===== config.mk =====
export PLATFORM = sky130hd
export DESIGN_NAME = pwm_voice_mixer
export DESIGN_NICKNAME = d
export VERILOG_FILES = /design/src/rtl/pwm_voice_mixer.sv
export SDC_FILE = /design/constraint.sdc
export NUM_CORES = 1
export LEC_CHECK = 0
export BUFFER_PORTS_ARGS = -buffer_cell sky130_fd_sc_hd__buf_2
export CAP_MARGIN = 10
export CORE_AREA = 2 2 84 66
export CTS_CLUSTER_SIZE = 30
export DETAILED_ROUTE_END_ITERATION = 8
export DIE_AREA = 0 0 86 68
export PLACE_DENSITY_LB_ADDON = 0.05
export REMOVE_ABC_BUFFERS = 1
export SKIP_LAST_GASP = 1
export SYNTH_ARGS = -nofsm -noshare
export SYNTH_HDL_FRONTEND = slang
export SYNTH_SLANG_ARGS = --single-unit

===== constraint.sdc =====
create_clock -name clk -period 3.7 [get_ports clk]
set_input_delay 0.37 -clock clk [delete_from_list [all_inputs] [get_ports clk]]
set_output_delay 0.37 -clock clk [all_outputs]
set_load 0.02 [all_outputs]

===== src/rtl/pwm_voice_mixer.sv =====
// pwm_voice_mixer
// Mixes NUM_CH unsigned channel samples (masked per channel) into one duty
// value, buffers one pending mix behind a valid/ready handshake, and plays the
// active duty as a W-bit PWM waveform on sigout. cs low soft-clears the stage.
// Pending mixes are promoted to the active duty only at PWM period boundaries,
// so a period is never drawn with two different duty values.

module pwm_voice_mixer #(
   parameter int NUM_CH = 4,   // power of two, at least 2
   parameter int W      = 8,   // sample / duty / PWM counter width
   parameter int SAT    = 0    // 0 = average, 1 = saturating sum
) (
   input  logic                  clk,
   input  logic                  rst,
   input  logic                  cs,
   input  logic [NUM_CH-1:0]     ch_en,
   input  logic [NUM_CH*W-1:0]   samples,
   input  logic                  in_valid,
   output logic                  in_ready,
   output logic                  sigout,
   output logic                  period_end,
   output logic [W-1:0]          mix_level
);

   localparam int LG = $clog2(NUM_CH);
   localparam int SW = W + LG;
   localparam logic [W-1:0] CNT_MAX  = {W{1'b1}};
   localparam logic [W-1:0] DUTY_MAX = {W{1'b1}};
   localparam logic [W-1:0] CNT_ONE  = {{(W-1){1'b0}}, 1'b1};

   // Sum of enabled samples, then either divide by the channel count (the
   // divisor is fixed, not the number of enabled channels) or clamp to full
   // scale. The accumulator is wide enough that the sum never overflows.
   function automatic logic [W-1:0] mix_f(
      input logic [NUM_CH-1:0]   en,
      input logic [NUM_CH*W-1:0] smp
   );
      logic [SW-1:0] acc_v;
      logic [W-1:0]  res_v;
      acc_v = {SW{1'b0}};
      for (int k = 0; k < NUM_CH; k++) begin
         if (en[k]) begin
            acc_v = acc_v + {{LG{1'b0}}, smp[k*W +: W]};
         end else begin
            acc_v = acc_v;
         end
      end
      if (SAT != 0) begin
         if (acc_v > {{LG{1'b0}}, DUTY_MAX}) begin
            res_v = DUTY_MAX;
         end else begin
            res_v = acc_v[W-1:0];
         end
      end else begin
         res_v = acc_v[SW-1:LG];
      end
      return res_v;
   endfunction

   // State
   logic [W-1:0] cnt_r;
   logic [W-1:0] duty_r;
   logic [W-1:0] pend_r;
   logic         pend_full_r;
   logic         sigout_r;

   // Decoded control
   logic [W-1:0] mix_s;
   logic         cnt_max_s;
   logic         period_end_s;
   logic         in_ready_s;
   logic         transfer_s;
   logic         load_s;

   // Mix arithmetic, handshake and period-boundary decode.
   always_comb begin
      mix_s        = mix_f(ch_en, samples);
      cnt_max_s    = (cnt_r == CNT_MAX);
      period_end_s = cs & ~rst & cnt_max_s;
      in_ready_s   = cs & ~pend_full_r & ~rst;
      transfer_s   = in_valid & in_ready_s;
      load_s       = period_end_s & pend_full_r;
   end

   // PWM period counter; restarts from zero whenever the stage is cleared.
   always_ff @(posedge clk) begin
      if (rst) begin
         cnt_r <= {W{1'b0}};
      end else if (!cs) begin
         cnt_r <= {W{1'b0}};
      end else begin
         cnt_r <= cnt_r + CNT_ONE;
      end
   end

   // Single-entry pending buffer: filled by a handshake transfer, emptied
   // when its value is promoted to the active duty at a period boundary.
   // A transfer and a load are mutually exclusive since in_ready is low
   // whenever the buffer is full.
   always_ff @(posedge clk) begin
      if (rst) begin
         pend_r      <= {W{1'b0}};
         pend_full_r <= 1'b0;
      end else if (!cs) begin
         pend_r      <= pend_r;
         pend_full_r <= 1'b0;
      end else if (transfer_s) begin
         pend_r      <= mix_s;
         pend_full_r <= 1'b1;
      end else if (load_s) begin
         pend_r      <= pend_r;
         pend_full_r <= 1'b0;
      end else begin
         pend_r      <= pend_r;
         pend_full_r <= pend_full_r;
      end
   end

   // Active duty: only changes on the last cycle of a period with a value pending.
   always_ff @(posedge clk) begin
      if (rst) begin
         duty_r <= {W{1'b0}};
      end else if (!cs) begin
         duty_r <= {W{1'b0}};
      end else if (load_s) begin
         duty_r <= pend_r;
      end else begin
         duty_r <= duty_r;
      end
   end

   // Registered PWM compare; sigout lags the counter by one cycle.
   always_ff @(posedge clk) begin
      if (rst) begin
         sigout_r <= 1'b0;
      end else if (!cs) begin
         sigout_r <= 1'b0;
      end else begin
         sigout_r <= (cnt_r < duty_r);
      end
   end

   assign in_ready   = in_ready_s;
   assign period_end = period_end_s;
   assign sigout     = sigout_r;
   assign mix_level  = duty_r;

endmodule


Yosys cells after proc, flatten, opt, wreduce, memory -nomap -nowiden
Cells that the tools add are included.

cells by class
  mux-type cells = 6
  add/subtract/negate cells = 4
  reductions and logical operators = 3
  equal/unequal tests = 1
  magnitude comparators = 1
  bitwise operators = 9

operator list
  kind                                                            count
  10-bit by 8-bit adder with 10-bit output                        3
  10-bit two-way mux                                              3
  8-bit by 1-bit adder with 8-bit output (second input constant)  1
  8-bit equality test (second input constant)                     1
  8-bit < comparator                                              1
  8-bit two-way mux                                               1
  1-bit AND                                                       6
  1-bit NOT                                                       3
  1-bit two-way mux                                               2
  2-bit AND reduction                                             1
  2-bit nonzero test                                              1
  2-bit OR reduction                                              1

storage, ports and cells
  word-level logic and storage cells = 29
  bits in registers = 26
  bits of input ports = 40

Logic depth before layout (Yosys ltp)
Gate-level depths: netlist (run 1).

  word-level depth = 7
  depth in mapped cells = 21
  depth with buffers taken out = 21

Worst setup path after synthesis (run 1)
OpenSTA, ideal clock, no wires.

  kind = input -> register
  from = input samples[0]
  to = register pend_r[6]
  setup time = 79 ps
  stages = 19
  setup slack = -293 ps
  data required time = 3621 ps
  data arrival time = 3913 ps
  cell sequence = and2_1 > ha_1 > inv_1 > fa_1 > nor2b_1 > o22ai_4 > a21o_1 > a31oi_1 > ha_1 > o21a_1 > a211oi_1 > o21bai_1 > a22o_1 > a31o_2 > ha_1 > o21ai_0 > a21oi_1 > xnor2_1 > a211oi_2

on the way
  longest elaborated chain between the ends = 7

RTL lines
  what                                      line  source
  from (decl)                               17    input logic [NUM_CH*W-1:0] samples,
  8-bit two-way mux (*)                     42    if (en[k]) begin
  10-bit by 8-bit adder with 10-bit output  43    acc_v = acc_v + {{LG{1'b0}}, smp[k*W +: W]};
  10-bit two-way mux (*)                    42
  10-bit by 8-bit adder with 10-bit output  43
  10-bit two-way mux (*)                    42
  10-bit by 8-bit adder with 10-bit output  43
  10-bit two-way mux (*)                    42
  to (signal assigned)                      102   pend_r <= {W{1'b0}};
  to (signal assigned)                      105   pend_r <= pend_r;
  to (signal assigned)                      108   pend_r <= mix_s;
  to (decl)                                 63    logic [W-1:0] pend_r;

Every way passes the cells marked *; elsewhere a longest branch is shown, timed or not.
A chain may end at the register's enable or synchronous reset.

Final worst setup path (run 1)
  from = input ch_en[0]
  to = register pend_r[5]

on the way
  longest elaborated chain between the ends = 7

RTL lines
  what                                      line  source
  from (decl)                               16    input logic [NUM_CH-1:0] ch_en,
  8-bit two-way mux (*)                     42
  10-bit by 8-bit adder with 10-bit output  43
  10-bit two-way mux (*)                    42
  10-bit by 8-bit adder with 10-bit output  43
  10-bit two-way mux (*)                    42
  10-bit by 8-bit adder with 10-bit output  43
  10-bit two-way mux (*)                    42

Marks and branches as above.

==> results.yml, run 1 <==
die:
  row_count: 23
  die_h_um: 68
  chipWidth_um: 86
  floorplan.initialDensity: 0.481
  ios: 51
  die_area_um2: 5850
  coreArea_um2: 5090
clock_network:
  cts_buffers: 3
  ctsHoldBuffers: 0
  cts_max_level: 1
  root_buffer: "clkbuf_8"
  clock_latency_ns: 0.27
  clk_pin_slew_ns: 0.09
  cts_tree: "yes"
  clock_path_buffers: 2
  cts_sinks: 26
synthesis:
  synth_area_leaders: "dfxtp_1 (21%), ha_1 (15%), nor2_1 (5.1%), nand2_1 (4.1%), a21o_1 (3.7%)"
  yosys_warnings: 0
  yosysMostFrequentCell: "nor2_1"
  synthAdderAreaFrac: 0.174
  synthTopCellsByCount: "nor2_1 (33), ha_1 (30), nand2_1 (27)"
  synth.area.mux_share: 0.0128
  synth_simple_gate_area_share: 0.181
  yosysTopAreaCell: "dfxtp_1"
  syn_area_um2: 2450
  synthXorXnorAreaFrac: 0.0567
  ys_types: 53
  netlist.area_leader.share: 0.212
  synth_top_family_by_area: "compound AO/OA/AOI/OAI gates"
  ys_seq_elements: 26
  synth_edf_count: 0
  async_reset_ff_frac: 0
  synth_flop_cell: "dfxtp_1"
  syn-instance-count: 304
  synth-seq-area-share: 0.212
  syn_area_per_cell_um2: 8.06
  synth-compound-area-share: 0.306
setup_path:
  cp.required_ns: 3.88
  path_cells: "buf_8 > and2_4 > ha_4 > inv_2 > fa_2 > mux2i_4 > ha_4 > a211oi_2 > nor2_1 > o21ai_0 > a221o_1 > o311ai_2 > ha_1 > or3_4 > o21ai_4 > nand2b_1 > xnor2_1 > a311oi_1"
  crit_top_cell: "ha_4"
  slowest_stage: "fa_2"
  crit_buf_inv: 2
  cp-start-kind: "input port"
  crit_type: "in -> reg"
  slowest_delay_ns: 0.45
  endpoint_kind: "register"
  worstPathArrival_ns: 4.06
  crit_path_max_fanout: 4
  critPathTopFamily: "compound AO/OA/AOI/OAI gates"
detailed_routing:
  dr_total_vias: 2601
  wl_per_cell_um: 14.9
  routed_wl_um: 7110
  drtIter0Drc: 110
  first_pass_iters: 5
  vias_per_cell: 5.46
  detail-route-antenna-nets: 0
  drc: 0
grt:
  grt_pass1_vias: 2517
  grt_pass1_wl_um: 11200
  grt_max_degree: 19
  grtUsageTotal: 0.238
  overflow: 0
  antenna_found_initial: 0
finish:
  antenna_cells: 0
  nNetsFinal: 487
  drive_above_1_share: 0.447
  area_delta_synth_final_pct: 51.0
timing:
  slew-limit-headroom: 0.619
  layout_setup_ws_ns: -0.173
  worst_slew_pin_slew_ns: 0.571
  finClkSkew_ns: 0.00190
  finalCritPeriodShare: 1.05
  finalSetupViolCount: 4
  finalHoldViolCount: 0
  final_max_slew_viol_count: 0
  grt_setup_unrepaired: "yes"
  holdWs_ns: 0.393
  fin_crit_ns: 3.87
  fmax_mhz: 258
placed_design:
  gp_congestion: 0.815
  dp_slack_ns: -0.638
  portBuffers: 50
  dp_hpwl_um: 4820
power:
  pwr-share-clk: 0.163
  power_density_nw_per_um2: 301
  vdd_drop_max_uv: 165
  p_seq_frac: 0.260
  switching_power_uw: 383
  power.leakage_uw: 0.00163
  comb_power_share: 0.577
  p_sw_frac: 0.344
  p_int_uw: 731
flow_run:
  max_cap_violations: 0
min_path:
  hold_class: "in -> reg"
outcome:
  outcome: "complete, but fails checks"
  violations: "negative setup slack"
area by class of cell:
class	count	area (um^2)
multi-input cells	246	2180
fillers	371	1390
repair buffers	118	788
flip-flops and latches	26	520
inverters	20	77.6
well taps	62	77.6
clock buffers	4	55.1
kinds of logic (layout without fill, tap and decap cells):
| family | count (synthesis) | after routing |
|---|---|---|
| AND/OR/NAND/NOR | 96 | 96 |
| flip-flops | 26 | 26 |
| adder cells (fa/ha/maj) | 33 | 33 |
| multiplexers | 3 | 3 |
| AO/OA/AOI/OAI | 99 | 99 |
| buffers and inverters | 32 | 142 |
| XOR/XNOR | 15 | 15 |
what timing repair did:
action	CTS	global route
buffers inserted	14	4
pin swaps	33	41
gates resized for setup	50	31
setup endpoints to repair	6	7
final timing paths:
| kind | depth (start not counted) | slack (ns) | startpoint | endpoint |
|---|---|---|---|---|
| max | 18 | -0.17 | ch_en[0] | pend_r[5] |
| min | 3 | 0.39 | in_valid | pend_full_r |
| max reg2reg | 6 | 1.89 | cnt_r[0] | mix_level[2] |
| min reg2reg | 2 | 0.46 | pend_r[0] | pend_r[0] |
cell usage in the layout, fill, tap and decap left out, drive strengths merged, types with 2 or more instances in the layout:
cell type,count
a211o,2
a211oi,11
a21o,12
a21oi,13
a221o,2
a311oi,3
a31oi,5
and2,7
buf,118
clkbuf,4
dfxtp,26
fa,2
ha,30
inv,20
mux2i,2
nand2,27
nand2b,5
nand3,6
nor2,33
nor2b,4
nor3,6
o211ai,3
o21a,7
o21ai,18
o21bai,3
o31ai,10
or3,4
xnor2,8
xor2,7
worst min-delay path: stages:
cell      delay (ns)
buf_2           0.11
nor2_1          0.08
a211oi_1        0.05
sequential cells by signal (all words and copies together) (netlist names):
name and cells:
pend_full_r 1, pend_r 8, mix_level 8, cnt_r 8
sigout 1
power by group through the flow:
stage                     registers (uW)  logic, uW  clock network (uW)
after floorplan                      296        265                   0
after global placement               296        443                   0
after detailed placement             296        449                   0
after CTS                            290        543                 186
after global routing                 291        700                 195
final                                290        643                 182
routing by layer:
metal,wire length [um],vias up,track usage
li1,-,1327,-
met1,3470,1187,0.336
met2,3230,80,0.391
met3,358,7,0.0374
met4,46,0,0.0437
met5,0,-,0
through the flow:
stage	cells	instance area (um^2)	utilization	TNS (ns)	power [uW]
floorplan	292	2390	-	-0.862	561
global placement	455	3100	0.608	-2.73	739
detailed placement	455	3100	0.608	-3.36	746
CTS	473	3470	0.681	-0.224	1020
global route	476	3700	0.727	-1.57	1190
finish	476	3700	0.727	-0.379	1110
No activity file was read; power rests on OpenSTA's default activity.
==> run 2, diff against run 1 <==
--- a/config.mk
+++ b/config.mk
@@ -5,12 +5,13 @@
 export SDC_FILE = /design/constraint.sdc
 export NUM_CORES = 1
 export LEC_CHECK = 0
+export ABC_AREA = 1
 export BUFFER_PORTS_ARGS = -buffer_cell sky130_fd_sc_hd__buf_2
-export CAP_MARGIN = 10
-export CORE_AREA = 2 2 84 66
+export CAP_MARGIN = 20
+export CORE_AREA = 2 2 85 67
 export CTS_CLUSTER_SIZE = 30
 export DETAILED_ROUTE_END_ITERATION = 8
-export DIE_AREA = 0 0 86 68
+export DIE_AREA = 0 0 87 69
 export PLACE_DENSITY_LB_ADDON = 0.05
 export REMOVE_ABC_BUFFERS = 1
 export SKIP_LAST_GASP = 1
==> run 2 against run 1 <==
  * The flow now finishes without violations
  * Sequential cell count is the same
  * Final cell count grew 18%
  * Clock skew grew 0.0018 ns
  * Design area shrank 8.7%
  * Wire length grew 0.24%
  * Clock power grew 29%
  * Core utilization shrank 7.1 points
  * Combinational power shrank 24%
  * Worst hold slack lost 0.067 ns
  * Register-to-register slack lost 0.15 ns
  * Via count grew 12%
  * Highest routed layer unchanged
==> results.yml, run 2 <==
finish:
  final_util: 0.656
  layout_common_cells: "nand2_1 (93), inv_1 (71), buf_2 (49)"
  area_delta_synth_final_pct: 31.5
  multi_input_area_um2: 1870
  fill_cells: 490
  layout.cells.non_filler: 564
  final_common_cell: "nand2_1"
  drive_above_1_share: 0.275
  antenna_cells: 0
  seqCellArea_um2: 520
  nNetsFinal: 575
setup_path:
  crit_path_max_fanout: 6
  cp.required_ns: 3.87
  slowest_delay_ns: 0.35
  slowest_stage: "ha_1"
  critPathTopFamily: "simple AND/OR/NAND/NOR gates"
  cp-start-kind: "input port"
  crit_buf_inv: 5
  endpoint_kind: "register"
  worstPathArrival_ns: 3.77
  crit_type: "in -> reg"
clock_network:
  cts_buffers: 3
  clock_path_buffers: 2
  cts_tree: "yes"
  clk_pin_slew_ns: 0.09
  clock_latency_ns: 0.27
  cts_max_level: 1
  cts_sinks: 26
  root_buffer: "clkbuf_8"
placed_design:
  portBuffers: 50
  dp_slack_ns: -0.381
  dp_cells: 557
  dp_hpwl_um: 5540
  gp_congestion: 0.839
synthesis:
  synthXorXnorAreaFrac: 0.0170
  synth_simple_gate_area_share: 0.348
  yosys_warnings: 0
  ys_types: 30
  synth-seq-area-share: 0.203
  ys_seq_elements: 26
  synth_top_family_by_area: "simple AND/OR/NAND/NOR gates"
  synth_area_leaders: "dfxtp_1 (20%), ha_1 (15%), nand2_1 (14%), inv_1 (11%), nand3_1 (9.3%)"
  synthTopCellsByCount: "nand2_1 (98), inv_1 (75), nand3_1 (48)"
  syn-instance-count: 414
  synth.area.mux_share: 0
  yosysTopAreaCell: "dfxtp_1"
  synth-compound-area-share: 0.146
  netlist.area_leader.share: 0.203
  syn_area_um2: 2570
  synth_flop_cell: "dfxtp_1"
  yosysMostFrequentCell: "nand2_1"
  syn_area_per_cell_um2: 6.21
  synthAdderAreaFrac: 0.162
  synth_edf_count: 0
  async_reset_ff_frac: 0
timing:
  slew-limit-headroom: 0.725
  finalCritPeriodShare: 0.973
  finClkSkew_ns: 0.00372
  holdWs_ns: 0.326
  finalHoldViolCount: 0
  final_max_slew_viol_count: 0
  layout_setup_ws_ns: 0.100
  fin_crit_ns: 3.60
  fmax_mhz: 278
  setup_tns_ns: 0
  worst_slew_pin_slew_ns: 0.412
  finalSetupViolCount: 0
power:
  p_int_uw: 656
  p_seq_frac: 0.286
  power_density_nw_per_um2: 300
  p_sw_frac: 0.352
  comb_power_share: 0.481
  switching_power_uw: 357
  vdd_drop_max_uv: 164
  power.leakage_uw: 0.00177
  pwr-share-clk: 0.232
die:
  floorplan.initialDensity: 0.499
  die_h_um: 69
  chipWidth_um: 87
  row_count: 23
  ios: 51
  die_area_um2: 6000
  coreArea_um2: 5150
grt:
  grt_max_degree: 17
  grt_pass1_vias: 2536
  antenna_found_initial: 0
  grtUsageTotal: 0.234
  overflow: 0
  grt_pass1_wl_um: 11400
flow_run:
  max_cap_violations: 0
detailed_routing:
  vias_per_cell: 5.17
  detail-route-antenna-nets: 0
  routed_wl_um: 7130
  drtIter0Drc: 132
  first_pass_iters: 4
  drc: 0
  wl_per_cell_um: 12.6
  dr_total_vias: 2918
outcome:
  outcome: "complete, no violations"
min_path:
  hold_class: "in -> reg"
==> run 2: cell count changes in the layout (fill, tap and decap cells not counted), sizes merged, moves of 11 or more <==
| cell | change |
|---|---|
| a211oi | -11 |
| a21o | -12 |
| buf | -29 |
| inv | +59 |
| nor2 | -14 |
| nand3 | +45 |
| nand2 | +78 |
| a21oi | +21 |
==> run 2: path summary, 6_finish.rpt <==
kind	startpoint	to	slack [ns]	depth (start not counted)
worst min-delay path	rst	pend_r[5]	0.33	2
worst max register to register	cnt_r[0]	mix_level[3]	1.74	8
worst max-delay path	ch_en[0]	pend_r[7]	0.10	28
worst min register to register	pend_r[4]	mix_level[4]	0.46	2
==> run 2: per-layer routing <==
metal | track usage | wire length [um] | vias up
met4 | 0.0208 | 45 | 0
met5 | 0 | 0 | -
li1 | - | - | 1525
met3 | 0.0395 | 385 | 6
met1 | 0.367 | 3570 | 1312
met2 | 0.344 | 3130 | 75
==> run 2: power groups by stage <==
stage          combinational (uW)  clock [uW]  sequential (uW)
3_5_place_dp                  425           0              296
4_1_cts                       431         240              290
5_1_grt                       550         256              291
6_report                      487         235              290
2_1_floorplan                 268           0              296
3_3_place_gp                  417           0              296
==> run 2: area by class of cell <==
class                      count  area share
clock buffer                   3      0.0122
clock inverter                 1     0.00889
inverter                      79      0.0878
multi-input combinational    304       0.553
sequential                    26       0.154
tap                           62      0.0230
timing repair buffer          89       0.161
==> run 2: cells by family after synthesis <==
family                   Yosys count
AO/OA/AOI/OAI                     70
flip-flops                        26
XOR/XNOR                           5
AND/OR/NAND/NOR                  197
adder cells (fa/ha/maj)           32
buffers and inverters             84
==> run 2: through the flow <==
stage / total power, uW / area [um^2]
global placement: 713 / 3140
detailed placement: 722 / 3140
global route: 1100 / 3380
floorplan: 564 / 2540
CTS: 961 / 3220
finish: 1010 / 3380
==> run 2: what timing repair did <==
| item | 4_1_cts | 5_1_grt |
|---|---|---|
| buffers inserted | 0 | 3 |
| hold buffers | 0 | 0 |
| setup endpoints to repair | 4 | 5 |
| pin swaps | 0 | 15 |
| resized for setup | 2 | 35 |
